File: src/rtl/sound_tone_gen_if.sv
// sound_tone_gen_if: sound-timer input and audio output bundle
interface sound_tone_gen_if;
    logic [7:0] sound_timer;
    logic       mute;
    logic       audio_pwm;
    logic       audio_sq;
    logic       active;
    modport master (output sound_timer, mute, input audio_pwm, audio_sq, active);
    modport slave (input sound_timer, mute, output audio_pwm, audio_sq, active);
endinterface

File: src/rtl/sound_tone_gen.sv
// sound_tone_gen: CHIP-8 sound-timer square tone with enveloped PWM; attack/release ramps only with SOUND_RAMP_EN
module sound_tone_gen #(
    parameter int CLK_HZ           = 27000000,
    parameter int TONE_HZ          = 440,
    parameter int PWM_BITS         = 8,
    parameter int RAMP_STEP_CYCLES = 1024
) (
    input logic             clk,
    input logic             rst,
    sound_tone_gen_if.slave bus
);
    localparam int HALF = CLK_HZ / (2 * TONE_HZ);
    localparam int TW = $clog2(HALF);
    localparam logic [TW-1:0] TONE_LAST = TW'(HALF - 1);
    localparam logic [PWM_BITS-1:0] ENV_MAX = '1;
`ifdef SOUND_RAMP_EN
    localparam int SW = (RAMP_STEP_CYCLES > 1) ? $clog2(RAMP_STEP_CYCLES) : 1;
    localparam logic [SW-1:0] STEP_LAST = SW'(RAMP_STEP_CYCLES - 1);
`endif
    typedef enum logic [1:0] {IDLE, ATTACK, SUSTAIN, RELEASE} state_t;
    state_t              state_q, state_d;
    logic                gate_q, gate_d;
    logic [PWM_BITS-1:0] env_q, env_d, pwm_cnt_q, pwm_cnt_d;
    logic [TW-1:0]       tone_cnt_q, tone_cnt_d;
    logic                phase_q, phase_d, tone_wrap;
    logic                pwm_out_q, pwm_out_d, sq_q, sq_d, active_q, active_d;
`ifdef SOUND_RAMP_EN
    logic [SW-1:0]       step_cnt_q, step_cnt_d;
    logic                step_wrap;
`endif
    always_comb begin
        gate_d     = (bus.sound_timer != 8'h00) && !bus.mute;
        pwm_cnt_d  = pwm_cnt_q + 1'b1;
        tone_wrap  = tone_cnt_q == TONE_LAST;
        tone_cnt_d = (state_q == IDLE || tone_wrap) ? '0 : tone_cnt_q + 1'b1;
        phase_d    = (state_q != IDLE) && (phase_q ^ tone_wrap);
        pwm_out_d  = phase_q && (pwm_cnt_q < env_q);
        sq_d       = phase_q && (state_q == ATTACK || state_q == SUSTAIN);
        active_d   = state_q != IDLE;
        state_d    = state_q;
        env_d      = env_q;
`ifdef SOUND_RAMP_EN
        step_wrap  = step_cnt_q == STEP_LAST;
        step_cnt_d = step_wrap ? '0 : step_cnt_q + 1'b1;
`endif
        case (state_q)
            IDLE: begin
                env_d = '0;
                if (gate_q) begin
                    tone_cnt_d = '0;
                    phase_d    = 1'b1;
`ifdef SOUND_RAMP_EN
                    state_d    = ATTACK;
                    step_cnt_d = '0;
`else
                    state_d    = SUSTAIN;
                    env_d      = ENV_MAX;
`endif
                end
            end
            SUSTAIN: begin
                env_d = ENV_MAX;
                if (!gate_q) begin
`ifdef SOUND_RAMP_EN
                    state_d    = RELEASE;
                    step_cnt_d = '0;
`else
                    state_d    = IDLE;
                    env_d      = '0;
                    tone_cnt_d = '0;
                    phase_d    = 1'b0;
`endif
                end
            end
`ifdef SOUND_RAMP_EN
            ATTACK: begin
                if (!gate_q) begin
                    state_d    = RELEASE;
                    step_cnt_d = '0;
                end else begin
                    if (step_wrap && env_q != ENV_MAX) env_d = env_q + 1'b1;
                    if (env_d == ENV_MAX) state_d = SUSTAIN;
                end
            end
            RELEASE: begin
                if (gate_q) begin
                    state_d    = ATTACK;
                    step_cnt_d = '0;
                end else begin
                    if (step_wrap && env_q != '0) env_d = env_q - 1'b1;
                    if (env_d == '0) begin
                        state_d    = IDLE;
                        tone_cnt_d = '0;
                        phase_d    = 1'b0;
                    end
                end
            end
`endif
            default: state_d = IDLE;
        endcase
    end
    always_ff @(posedge clk or posedge rst) begin
        if (rst) begin
            state_q    <= IDLE;
            gate_q     <= 1'b0;
            env_q      <= '0;
            pwm_cnt_q  <= '0;
            tone_cnt_q <= '0;
            phase_q    <= 1'b0;
            pwm_out_q  <= 1'b0;
            sq_q       <= 1'b0;
            active_q   <= 1'b0;
`ifdef SOUND_RAMP_EN
            step_cnt_q <= '0;
`endif
        end else begin
            state_q    <= state_d;
            gate_q     <= gate_d;
            env_q      <= env_d;
            pwm_cnt_q  <= pwm_cnt_d;
            tone_cnt_q <= tone_cnt_d;
            phase_q    <= phase_d;
            pwm_out_q  <= pwm_out_d;
            sq_q       <= sq_d;
            active_q   <= active_d;
`ifdef SOUND_RAMP_EN
            step_cnt_q <= step_cnt_d;
`endif
        end
    end
    assign bus.audio_pwm = pwm_out_q;
    assign bus.audio_sq  = sq_q;
    assign bus.active    = active_q;
endmodule
File: src/flat_wrapper.sv
// flat-port wrapper written by rule: the top's interface ports become plain ports
module sound_tone_gen_flat 
#(
    parameter int CLK_HZ           = 27000000,
    parameter int TONE_HZ          = 440,
    parameter int PWM_BITS         = 8,
    parameter int RAMP_STEP_CYCLES = 1024
)
  (clk, rst, bus_sound_timer, bus_mute, bus_audio_pwm, bus_audio_sq, bus_active);
  sound_tone_gen_if bus_i ();
  input logic clk;
  input logic rst;
  input wire logic [$bits(bus_i.sound_timer)-1:0] bus_sound_timer;
  input wire logic [$bits(bus_i.mute)-1:0] bus_mute;
  output wire logic [$bits(bus_i.audio_pwm)-1:0] bus_audio_pwm;
  output wire logic [$bits(bus_i.audio_sq)-1:0] bus_audio_sq;
  output wire logic [$bits(bus_i.active)-1:0] bus_active;
  assign bus_i.sound_timer = bus_sound_timer;
  assign bus_i.mute = bus_mute;
  assign bus_audio_pwm = bus_i.audio_pwm;
  assign bus_audio_sq = bus_i.audio_sq;
  assign bus_active = bus_i.active;
  sound_tone_gen #(.CLK_HZ(CLK_HZ), .TONE_HZ(TONE_HZ), .PWM_BITS(PWM_BITS), .RAMP_STEP_CYCLES(RAMP_STEP_CYCLES)) u_core (.clk(clk), .rst(rst), .bus(bus_i));
endmodule
File: config.mk
export PLATFORM = sky130hd
export DESIGN_NAME = sound_tone_gen_flat
export DESIGN_NICKNAME = d
export VERILOG_FILES = /design/src/rtl/sound_tone_gen_if.sv /design/src/rtl/sound_tone_gen.sv /design/src/flat_wrapper.sv
export SDC_FILE = /design/constraint.sdc
export NUM_CORES = 1
export LEC_CHECK = 0
export CAP_MARGIN = 10
export CORE_AREA = 2 2 58 60
export CTS_CLUSTER_DIAMETER = 100
export DETAILED_ROUTE_END_ITERATION = 8
export DIE_AREA = 0 0 60 62
export GPL_TIMING_DRIVEN = 0
export PLACE_DENSITY = 0.67
export SYNTH_ARGS = -nofsm -noshare
export SYNTH_HDL_FRONTEND = slang
export SYNTH_SLANG_ARGS = --single-unit
File: constraint.sdc
create_clock -name clk -period 2.3 [get_ports clk]
set_input_delay 0.575 -clock clk [delete_from_list [all_inputs] [get_ports clk]]
set_output_delay 0.575 -clock clk [all_outputs]
set_load 0.05 [all_outputs]
## After elaboration in Yosys (flattened, before gate mapping)

Cells that the tools add are included.

- Input port bits: 11
- Latch bits: 0
- Memory bits (read-only): 0
- Memory bits (writable): 0
- Memories: 0
- Flip-flop bits (word level): 38
- Output and inout bits: 3

- $mul: 0
- Magnitude comparators: 1
- Bitwise logic cells: 1
- Multiplexer cells: 11
- Equality and inequality tests: 5
- Add/sub/neg operators: 2
- Shifts and indexed selects: 0
- Div/mod/pow operators: 0
- Reduce and logical (&&, ||, !) cells: 12

Operator list:

| operator | number |
|---|---|
| 2-to-1 mux 15 bit | 3 |
| case mux 15 bit (2 select lines) | 1 |
| adder 15 x 1 -> 15 bit (second input constant) | 1 |
| equality test 15 bit (second input constant) | 1 |
| adder 8 x 1 -> 8 bit (second input constant) | 1 |
| < comparator 8 bit | 1 |
| 2-to-1 mux 8 bit | 1 |
| nonzero test 8 bit | 1 |
| logical AND 1 bit | 4 |
| 2-to-1 mux 2 bit | 2 |
| case mux 2 bit (2 select lines) | 1 |
| equality test 2 x 1 -> 1 bit (second input constant) | 1 |
| equality test 2 bit (second input constant) | 1 |
| logical NOT 2 bit | 1 |
| logical OR 1 bit | 2 |
| 2-to-1 mux 1 bit | 2 |
| != test 2 x 1 -> 1 bit (second input constant) | 1 |
| != test 2 bit (second input constant) | 1 |
| case mux 1 bit (2 select lines) | 1 |
| AND reduction 2 bit | 1 |
| nonzero test 2 bit | 1 |
| OR reduction 2 bit | 1 |
| logical NOT 1 bit | 1 |
| bitwise XOR 1 bit | 1 |

## Longest topological paths before layout

- Depth in word-level cells: 5
- Depth in mapped cells: 7
- Depth with buffers taken out: 6

## Worst setup path before layout

No wires, ideal clock.

- Path kind: register to register
- Start: reg u_core.tone_cnt_q[0]
- End: reg u_core.tone_cnt_q[9]
- Buffers on the path: 1
- Slack: 0.761 ns
- Cell stages (with the launch flop): 8
- Data required time: 2.181 ns
- Setup time: 0.119 ns
- Data arrival time: 1.420 ns
- Path through: dfrtp_1 -> inv_1 -> ha_1 -> nand4b_1 -> or4_4 -> nand3_2 -> buf_6 -> nor2_1

- Cells in the longest elaborated chain, start to end: 5

Ends and longest elaborated chain:

| element | RTL line | text |
|---|---|---|
| start: declaration | sound_tone_gen.sv:24 | `logic [TW-1:0] tone_cnt_q, tone_cnt_d;` |
| start signal: assignment | sound_tone_gen.sv:121 | `tone_cnt_q <= tone_cnt_d;` |
| branches (longest 2 deep; another with adder 15 x 1 -> 15 bit) | - |  |
| 2-to-1 mux 15 bit (*) | sound_tone_gen.sv:35 | `tone_cnt_d = (state_q == IDLE \|\| tone_wrap) ? '0 : tone_cnt_q + 1'b1;` |
| 2-to-1 mux 15 bit (on tied branches) | sound_tone_gen.sv:63, sound_tone_gen.sv:49 |  |
| case mux 15 bit (2 select lines) (*) | sound_tone_gen.sv:46 | `case (state_q)` |
| via u_core.tone_cnt_d[9] | sound_tone_gen.sv:24 |  |

Mark *: on every way through the listed nets, which the timed path passes.
A chain may end at the register's enable or synchronous reset.

## Worst setup path in the final report

- Start: reg u_core.pwm_out_q (netlist: u_core.bus.audio_pwm)
- End: out bus_audio_pwm

RTL lines:

| element | RTL line | text |
|---|---|---|
| start: declaration | sound_tone_gen.sv:26 | `logic pwm_out_q, pwm_out_d, sq_q, sq_d, active_q, active_d;` |
| start signal: assignment | sound_tone_gen.sv:123 | `pwm_out_q <= pwm_out_d;` |
| end: declaration | flat_wrapper.sv:15 | `output wire logic [$bits(bus_i.audio_pwm)-1:0] bus_audio_pwm;` |

No word-level cell between the ends.

==> out/metrics.cfg <==
[power]
p_switching_mw=0.221
comb_power_share_pct=8.4
total_power_mw=0.943
pwr_density_cell_nw_per_um2=549
p_leak_nw=0.737
p_clk_share_pct=34.0
peakVddDrop_mv=0.333
netSwitchingFraction_pct=23.5
intPower_mw=0.721
share_seq_of_total_power_pct=57.6

[critical_path]
slowest_delay_ps=800
cp_num_buf_inv=1
crit_path_end_kind=primary output
path_class=flip-flop to primary output
path_cells=clkdlybuf4s50_1
worstPathArrival_ps=1460
cp_top_family=buffers and inverters
slowest_stage=clkdlybuf4s50_1
critPathLaunchType=flip-flop
worstPathMaxFanout=1
cp.required_ps=1730

[synthesis]
synth_area_um2=1440
yosys_register_bits=30
yosysMostFrequentCell=dfrtp_1
netlist_top_cells_count=30 x dfrtp_1, 17 x nor2_1, 13 x xnor2_1, 10 x ha_1
yosys.area.top_type=dfrtp_1
synth_top_area_share_pct=52.0
dominantRegCellSynth=dfrtp_1
syn_avg_cell_area_um2=11.1
ys_seq_area_share_pct=52.0
synth_fp_nets=151
synthTopCellsByArea=dfrtp_1 52%, ha_1 8.7%, xnor2_1 7.9%
async_flop_share_pct=100
yosys_warnings=0
syn_inst=130
synth-edff-count=0
yosysUniqueCellTypes=28

[grt]
grt_pass1_wl_mm=4.33
grt_antenna_before_repair=0
grt_pass1_vias=1008
grt_max_degree=31
grt.total_usage_pct=16.3
overflow=0

[floorplanning]
dieArea_um2=3720
io_pins=14
die_w_um=60
die_height_um=62
initial_utilization_pct=45.4
core_area_um2=3180
num_rows=21

[drt]
drtIter0Drc=28
vias=983
route.detailed.wl_per_inst_um=12.0
dr.pass1.iters=4
antenna_left=0
wirelength_mm=2.38
viasPerCell=4.96
drc=0

[timing]
fmax_ghz=0.492
setup_tns_ps=0
timing.slew.headroom_pct=59.9
finalHoldViolCount=0
slew_violations=0
grt_setup_unrepaired=no
fin_crit_ps=2030
period_share_pct=88.4
fin_skew_ps=8.86
tightest_slew_ps=601
fin_hold_ws_ps=441
setup_violations=0
setup_slack_ps=267

[final_layout]
nets=172
final_area_um2=1720
drive_above_1_share_pct=7.89
fill_cells=281
synthToLayoutAreaGrowth_pct=19.1
finish.utilization_pct=54.0
n_antenna_cell=0
layout.cells.non_filler=198

[clock_network]
cts_buffers=5
worst_skew_pair.late_latency_ps=330
path_clk_slew_ps=90
root_buffer=clkbuf_4
clk_path_buf_depth=2
ctsHoldBuffers=0
ctsResizeCount=0
clock_sinks=30
htree_levels=2
cts_tree=built
post_cts_buffers=0

[placement]
place.gp.congestion=0.777
portBuffers=13
hpwl_mm=1.74
dpl_cell_area_um2=1630
pre_cts_slack_ps=341
placedCellCount=189

[outcome]
status=complete, no violations

[flow_run]
max-cap-violations=0

[worst_hold_path]
hp-class=flip-flop to flip-flop

-- cell usage in the layout, fill, tap and decap left out, drive strengths merged, types with 2 or more instances in the layout --
cell / instances
a21oi: 2
clkdlybuf4s50: 13
nand2b: 2
nor4: 5
nand2: 3
nand4: 5
clkbuf: 8
nor2: 17
ha: 10
a21o: 2
xor2: 7
nor3: 4
xnor2: 13
buf: 2
inv: 8
nand3: 9
and4: 2
dfrtp: 30
-- final timing paths --
kind	from	end	slack, ps	depth (start not counted)
max	u_core.bus.audio_pwm	bus_audio_pwm	270	1
min	u_core.gate_q	u_core.env_q[6]	440	0
max reg2reg	u_core.env_q[6]	u_core.bus.audio_pwm	550	5
min reg2reg	u_core.gate_q	u_core.env_q[6]	440	0
max in group asynchronous	rst	u_core.bus.audio_pwm	1200	3
min in group asynchronous	rst	u_core.tone_cnt_q[4]	610	2
-- cell families after synthesis --
family          count (synthesis)  share of synthesized area [%]
simple gates                   52                           19.9
flops                          30                           52.0
xor+xnor                       20                           12.1
buf+inv                        10                           3.12
fa+ha+maj                      10                           8.67
compound gates                  8                           4.08
-- sequential cells by signal (all words and copies together) (netlist names) --
signal,count
u_core.phase_q,1
u_core.env_q,1
u_core.gate_q,1
u_core.bus.audio_sq,1
u_core.pwm_cnt_q,8
u_core.bus.active,1
u_core.bus.audio_pwm,1
u_core.tone_cnt_q,15
u_core.state_q,1
-- area by class of cell --
cell class | count | area, um^2 | share of cell area (%)
inverter | 8 | 30.0 | 1.75
clock buffer | 7 | 55.1 | 3.20
multi-input combinational | 90 | 647 | 37.7
timing repair buffer | 14 | 158 | 9.18
clock inverter | 1 | 5.00 | 0.291
sequential | 30 | 751 | 43.7
tap | 46 | 57.6 | 3.35
buffer | 2 | 15.0 | 0.874
-- routing by layer --
metal | vias up | GRT usage (%) | wire length [um]
met2 | 15 | 27.5 | 1210
li1 | 490 | - | -
met5 | - | 0 | 0
met3 | 8 | 6.21 | 87
met4 | 0 | 8.57 | 55
met1 | 470 | 18.0 | 1030
-- power groups by stage --
stage / clock network, mW / logic, mW / registers, mW
after floorplan: 0 / 0.0314 / 0.563
after global placement: 0 / 0.0729 / 0.553
after detailed placement: 0 / 0.0749 / 0.553
after CTS: 0.339 / 0.0750 / 0.543
after global routing: 0.367 / 0.0883 / 0.544
final: 0.321 / 0.0792 / 0.543
Power figures use the tool's default switching activity.
